## config.mk

```make
export PLATFORM = sky130hd
export DESIGN_NAME = mole_round_controller
export DESIGN_NICKNAME = d
export VERILOG_FILES = /design/src/rtl/mole_round_controller.sv
export SDC_FILE = /design/constraint.sdc
export NUM_CORES = 1
export LEC_CHECK = 0
export CORE_ASPECT_RATIO = 0.5
export CORE_UTILIZATION = 40
export DETAILED_ROUTE_END_ITERATION = 6
export PLACE_DENSITY_LB_ADDON = 0.08
export SLEW_MARGIN = 20
export SYNTH_ARGS = -nofsm -noshare
export SYNTH_HDL_FRONTEND = slang
export SYNTH_SLANG_ARGS = --single-unit
```

## constraint.sdc

```tcl
create_clock -name clock -period 2 [get_ports clock]
set_input_delay 0.4 -clock clock [delete_from_list [all_inputs] [get_ports clock]]
set_output_delay 0.4 -clock clock [all_outputs]
set_load 0.05 [all_outputs]
```

## src/rtl/mole_round_controller.sv

```systemverilog
`default_nettype none
// ============================================================================
//  Module      : mole_round_controller
//  Description : Whack-A-Mole round sequencer: picks a pseudo-random hole,
//                opens a timed hit window, scores hits/misses over a game.
//  Revision    : 1.0  initial release
// ============================================================================
module mole_round_controller #(
    parameter int          NUM_HOLES     = 5,
    parameter int          WINDOW_CYCLES = 100,
    parameter int          GAP_CYCLES    = 20,
    parameter int          ROUNDS        = 16,
    parameter logic [7:0]  LFSR_SEED     = 8'hA5
) (
    input  logic       clock,
    input  logic       reset,
    input  logic       start,
    input  logic       pulse,
    output logic [2:0] selector,
    output logic       mole_on,
    output logic [7:0] hit_count,
    output logic [7:0] miss_count,
    output logic [7:0] round_idx,
    output logic       busy,
    output logic       done
);

    localparam int         c_TIMER_MAX = (WINDOW_CYCLES > GAP_CYCLES) ? WINDOW_CYCLES : GAP_CYCLES;
    localparam int         c_TIMER_W   = (c_TIMER_MAX > 2) ? $clog2(c_TIMER_MAX) : 1;
    localparam logic [c_TIMER_W-1:0] c_WIN_LOAD = c_TIMER_W'(WINDOW_CYCLES - 1);
    localparam logic [c_TIMER_W-1:0] c_GAP_LOAD = c_TIMER_W'(GAP_CYCLES - 1);
    localparam logic [c_TIMER_W-1:0] c_ONE      = c_TIMER_W'(1);
    localparam logic [2:0] c_NUM_HOLES = 3'(NUM_HOLES);
    localparam logic [7:0] c_ROUNDS    = 8'(ROUNDS);
    localparam logic [2:0] c_NO_HOLE   = 3'd7;

    typedef enum logic [2:0] {
        S_IDLE = 3'd0,
        S_PICK = 3'd1,
        S_SHOW = 3'd2,
        S_GAP  = 3'd3,
        S_DONE = 3'd4
    } state_t;

    state_t                 r_state;
    logic [7:0]             r_lfsr;
    logic [c_TIMER_W-1:0]   r_timer;
    logic [2:0]             r_prev_hole;

    logic                   w_fb;
    logic [2:0]             w_cand;
    logic                   w_cand_ok;

    // Fibonacci LFSR, taps 8,6,5,4; low three bits propose the next hole
    assign w_fb      = r_lfsr[7] ^ r_lfsr[5] ^ r_lfsr[4] ^ r_lfsr[3];
    assign w_cand    = r_lfsr[2:0];
    assign w_cand_ok = (w_cand < c_NUM_HOLES) && (w_cand != r_prev_hole);

    always_ff @(posedge clock or posedge reset) begin
        if (reset) begin
            r_state     <= S_IDLE;
            r_lfsr      <= LFSR_SEED;
            r_timer     <= '0;
            r_prev_hole <= c_NO_HOLE;
            selector    <= c_NO_HOLE;
            mole_on     <= 1'b0;
            hit_count   <= 8'd0;
            miss_count  <= 8'd0;
            round_idx   <= 8'd0;
            busy        <= 1'b0;
            done        <= 1'b0;
        end else begin
            r_lfsr <= {r_lfsr[6:0], w_fb};
            case (r_state)
                S_IDLE, S_DONE: begin
                    if (start) begin
                        hit_count  <= 8'd0;
                        miss_count <= 8'd0;
                        round_idx  <= 8'd0;
                        done       <= 1'b0;
                        busy       <= 1'b1;
                        r_state    <= S_PICK;
                    end
                end
                S_PICK: begin
                    // Rejected candidates simply wait for the next LFSR step
                    if (w_cand_ok) begin
                        selector    <= w_cand;
                        r_prev_hole <= w_cand;
                        mole_on     <= 1'b1;
                        r_timer     <= c_WIN_LOAD;
                        r_state     <= S_SHOW;
                    end
                end
                S_SHOW: begin
                    if (pulse || (r_timer == '0)) begin
                        if (pulse) begin
                            if (hit_count != 8'hFF)
                                hit_count <= hit_count + 8'd1;
                        end else begin
                            if (miss_count != 8'hFF)
                                miss_count <= miss_count + 8'd1;
                        end
                        if (round_idx != 8'hFF)
                            round_idx <= round_idx + 8'd1;
                        mole_on  <= 1'b0;
                        selector <= c_NO_HOLE;
                        r_timer  <= c_GAP_LOAD;
                        r_state  <= S_GAP;
                    end else begin
                        r_timer <= r_timer - c_ONE;
                    end
                end
                S_GAP: begin
                    if (r_timer == '0) begin
                        if (round_idx == c_ROUNDS) begin
                            busy    <= 1'b0;
                            done    <= 1'b1;
                            r_state <= S_DONE;
                        end else begin
                            r_state <= S_PICK;
                        end
                    end else begin
                        r_timer <= r_timer - c_ONE;
                    end
                end
                default: r_state <= S_IDLE;
            endcase
        end
    end

endmodule
`default_nettype wire

```

==> results.txt <==
----------------------------------------------------
[Run status]
  Result of the run ... finished, violations left
  Failing checks ... setup timing

[Detailed routing]
  Routed via count ... 2511
  Detailed-route wire length per cell ... approximately 15 microns
  Vias per Instance ... between 5 and 6
  1st-iter DRT viols ... 113
  DRC errors left ... 0
  Sum of routed wire length over all layers ... roughly 6900 microns
  Routed Antenna Nets ... 0
  Pre-antenna DRT Iters ... 4

[Layout]
  Synth-to-layout area growth ... 38.68%
  Layout Nets ... between 300 and 400
  Layout fillers ... 549
  Count of inserted antenna diode cells ... 0
  Layout cells sized above 1 ... 0.3011
  Utilization after layout ... 0.5944

[Critical path]
  Critical setup path kind ... flop to flop
  Sort of element at the end of the critical path ... flop
  Worst stage delay on the critical path ... around 480 ps
  Crit path required time ... ~2200 ps
  Cells along the critical path ... inv_2 -> ha_4 -> or3b_4 -> o21ba_4 -> o21a_4 -> or4_4 -> a21oi_2
  Cell with the largest stage delay on the worst path ... sky130_fd_sc_hd__or4_4
  Arrival time of the worst setup path ... about 2300 ps
  Highest net fanout along the worst path ... 6
  Critical Path Source Type ... flop

[Floorplanning]
  Number of placed I/O pins ... 34
  Floorplan die area ... 7055 sq um
  Number of rows created at floorplan ... 20
  CORE AREA ... between 6000 and 7000 sq um
  Die span in x ... 117.8 microns
  Initial core utilization ... 0.4286
  Chip Height ... approximately 60 microns

[Timing]
  Final critical-path required period ... around 2100 ps
  Post-route clock period utilization ... 1.047
  Final Hold Viols ... 0
  Count of endpoints failing setup in the final report ... 3
  Final slew viol count ... 0
  Relative max-transition margin ... 0.6530
  Least setup slack across all paths after layout ... -94.44 ps
  Pin slew with the least headroom to its limit ... between 500 and 600 ps
  Final sum of negative setup slack ... -218.0 ps
  Max Fclk ... between 400 and 500 MHz
  Unrepaired setup endpoints after global routing ... yes
  Worst Clk Skew ... roughly 5 ps

[GRT]
  Global-route usage over all layers ... 0.2067
  Number of global-route vias before repair ... around 2300
  Initial antenna violation count ... 0
  Largest net degree at the start of global routing ... 52
  Remaining global-route overflow ... 0
  Global-route wire length before repair ... 11300 microns

[Power and ir drop]
  Peak ir drop on the vdd network ... ~0.41 mV
  Pwr dens ... around 570 nW/um^2
  Reported leakage power ... 0.001684 uW

[Synthesis]
  Number of warnings reported in the yosys synthesis log ... 0
  Cells after Synth ... approximately 280
  Average cell area after synthesis ... 9.441 sq um
  Proportion of register bits with asynchronous set or reset after synthesis ... 1.000
  Most used flip-flop cell after synthesis ... sky130_fd_sc_hd__dfrtp_1
  Netlist cell types ... between 40 and 50
  Mapped Area ... between 2000 and 3000 sq um
  Sequential share of the synthesized area ... 0.4806
  Number of enable-type register cells in the synthesized netlist ... 0
  Synth Register Bits ... 51
  Synthesized net count ... slightly below 300

[Clocking]
  CTS H-Tree Depth ... 2
  CTS buffer count ... 5
  Maximum number of buffers from clock root to sink ... 2
  Clk Tree Root Cell ... sky130_fd_sc_hd__clkbuf_16
  Clock-pin slew on the worst setup and hold paths ... around 60 ps
  TritonCTS clock tree ... yes
  Clock insertion delay at the later pin of the skew report ... about 290 ps
  TritonCTS Sinks ... 51

[Placed design]
  Detailed placer's ending HPWL ... ~4700 microns
  I/O Buffers ... 33
  Final estimated routing congestion in global placement ... 0.8548

[Flow run]
  Number of maximum-capacitance violations ... 0

[Worst hold path]
  Worst min-delay path category ... flop to flop

----------------------------------------------------
==> sequential cells by signal (all words and copies together), names as in the netlist <==
register and count:
hit_count 8, r_timer 7, mole_on 1, r_state 3
done 1, r_prev_hole 3, round_idx 8, busy 1
r_lfsr 8, miss_count 8, selector 3
==> routing by layer <==
metal,global-route usage,vias up,routed length (microns)
li1,-,1203,-
met1,0.2843,1229,3442
met2,0.3311,70,3129
met3,0.04771,9,280
met4,0.05861,0,65
met5,0,-,0
==> path summary, 6_finish.rpt <==
kind / to / cells after the start / start / slack [ps]
worst max-delay path: round_idx[7]$_DFFE_PP0P_ / 7 / r_timer[0]$_DFFE_PP0P_ / -90
worst min-delay path: r_lfsr[7]$_DFF_PP1_ / 0 / r_lfsr[6]$_DFF_PP0_ / 360
worst max register to register: round_idx[7]$_DFFE_PP0P_ / 7 / r_timer[0]$_DFFE_PP0P_ / -90
worst min register to register: r_lfsr[7]$_DFF_PP1_ / 0 / r_lfsr[6]$_DFF_PP0_ / 360
max in group asynchronous: r_lfsr[5]$_DFF_PP1_ / 3 / reset / 1250
min in group asynchronous: r_lfsr[1]$_DFF_PP0_ / 3 / reset / 470
==> cell usage in the layout (no fill, tap or decap), types with 11 or more instances in the layout <==
cell type / synthesis / layout
sky130_fd_sc_hd__a21oi_1: 20 / 16
sky130_fd_sc_hd__nand2_1: 24 / 24
sky130_fd_sc_hd__dfrtp_1: 41 / 41
sky130_fd_sc_hd__clkdlybuf4s50_1: 0 / 20
sky130_fd_sc_hd__buf_4: 0 / 57
sky130_fd_sc_hd__nor2_1: 16 / 15
sky130_fd_sc_hd__o21ai_1: 0 / 11
sky130_fd_sc_hd__o21ai_0: 27 / 13
sky130_fd_sc_hd__nand4_1: 12 / 12
sky130_fd_sc_hd__inv_1: 15 / 12
==> cell usage after synthesis (4+ instances only) <==
cell type	n	area (sq um)
sky130_fd_sc_hd__xor2_1	5	43.79
sky130_fd_sc_hd__a31oi_1	5	31.28
sky130_fd_sc_hd__a21o_1	6	45.04
sky130_fd_sc_hd__or3_1	4	25.02
sky130_fd_sc_hd__o21ai_0	27	135.1
sky130_fd_sc_hd__a21oi_1	20	100.1
sky130_fd_sc_hd__nor2_1	16	60.06
sky130_fd_sc_hd__inv_1	15	56.30
sky130_fd_sc_hd__and3_1	8	50.05
sky130_fd_sc_hd__nand3_1	7	35.03
sky130_fd_sc_hd__nand2_1	24	90.09
sky130_fd_sc_hd__dfstp_2	10	262.8
sky130_fd_sc_hd__nand4_1	12	75.07
sky130_fd_sc_hd__and2_1	6	37.54
sky130_fd_sc_hd__o31ai_1	4	30.03
sky130_fd_sc_hd__dfrtp_1	41	1026
sky130_fd_sc_hd__mux2_2	5	56.30
sky130_fd_sc_hd__ha_1	6	75.07
sky130_fd_sc_hd__clkbuf_1	9	33.78
sky130_fd_sc_hd__a211oi_1	4	30.03
sky130_fd_sc_hd__nor3_1	7	35.03
sky130_fd_sc_hd__a22o_1	4	35.03
==> area by class of cell <==
type,count,area [sq um],area share
Multi-Input combinational cell,206,1429,0.3843
Sequential cell,51,1289,0.3466
Timing Repair Buffer,82,696.9,0.1874
Clock buffer,7,132.6,0.03567
Tap cell,88,110.1,0.02961
Inverter,15,56.30,0.01514
Clock inverter,1,5.005,0.001346
==> repair_timing <==
item / in CTS / in global routing
pin swaps: 5 / 11
gates cloned: 1 / 0
endpoints found under the setup margin: 21 / 25
gates resized for setup: 15 / 31
hold buffers: 0 / 0
setup buffers: 5 / 2
==> critical path, delay by kind of cell (launching register included) <==
family / cells / cell delay [ps]
AND/OR/NAND/NOR: 2 / 860
buffers and inverters: 1 / 80
flip-flops: 1 / 390
adder cells (fa/ha/maj): 1 / 130
AO/OA/AOI/OAI: 3 / 580
==> through the flow <==
step | power, uW | std cells | area (sq um) | setup slack (ps) | hold slack [ps]
5_1_grt | 2209 | 450 | 3719 | -153.8 | 377.3
2_1_floorplan | 1219 | 284 | 2695 | -53.29 | 333.0
3_3_place_gp | 1305 | 435 | 3393 | -125.2 | 337.0
3_5_place_dp | 1307 | 435 | 3393 | -165.6 | 348.1
6_report | 2124 | 450 | 3719 | -94.44 | 357.4
4_1_cts | 2132 | 449 | 3637 | -86.75 | 363.8
==> cells by family (layout without fill, tap and decap cells) <==
| group | Yosys count | count (layout) | synth area share |
|---|---|---|---|
| flops | 51 | 51 | 0.4806 |
| compound gates | 90 | 91 | 0.2161 |
| mux | 5 | 5 | 0.02100 |
| simple gates | 97 | 97 | 0.1909 |
| fa+ha+maj | 6 | 6 | 0.02800 |
| xor+xnor | 7 | 7 | 0.02287 |
| buf+inv | 28 | 105 | 0.04059 |
==> power breakdown <==
part / switching, uW / internal [uW] / total (uW)
clock: 366 / 463 / 829
combinational: 138 / 75.3 / 213
sequential: 31.6 / 1050 / 1080
Note: power is estimated with default switching activity, not from simulation.
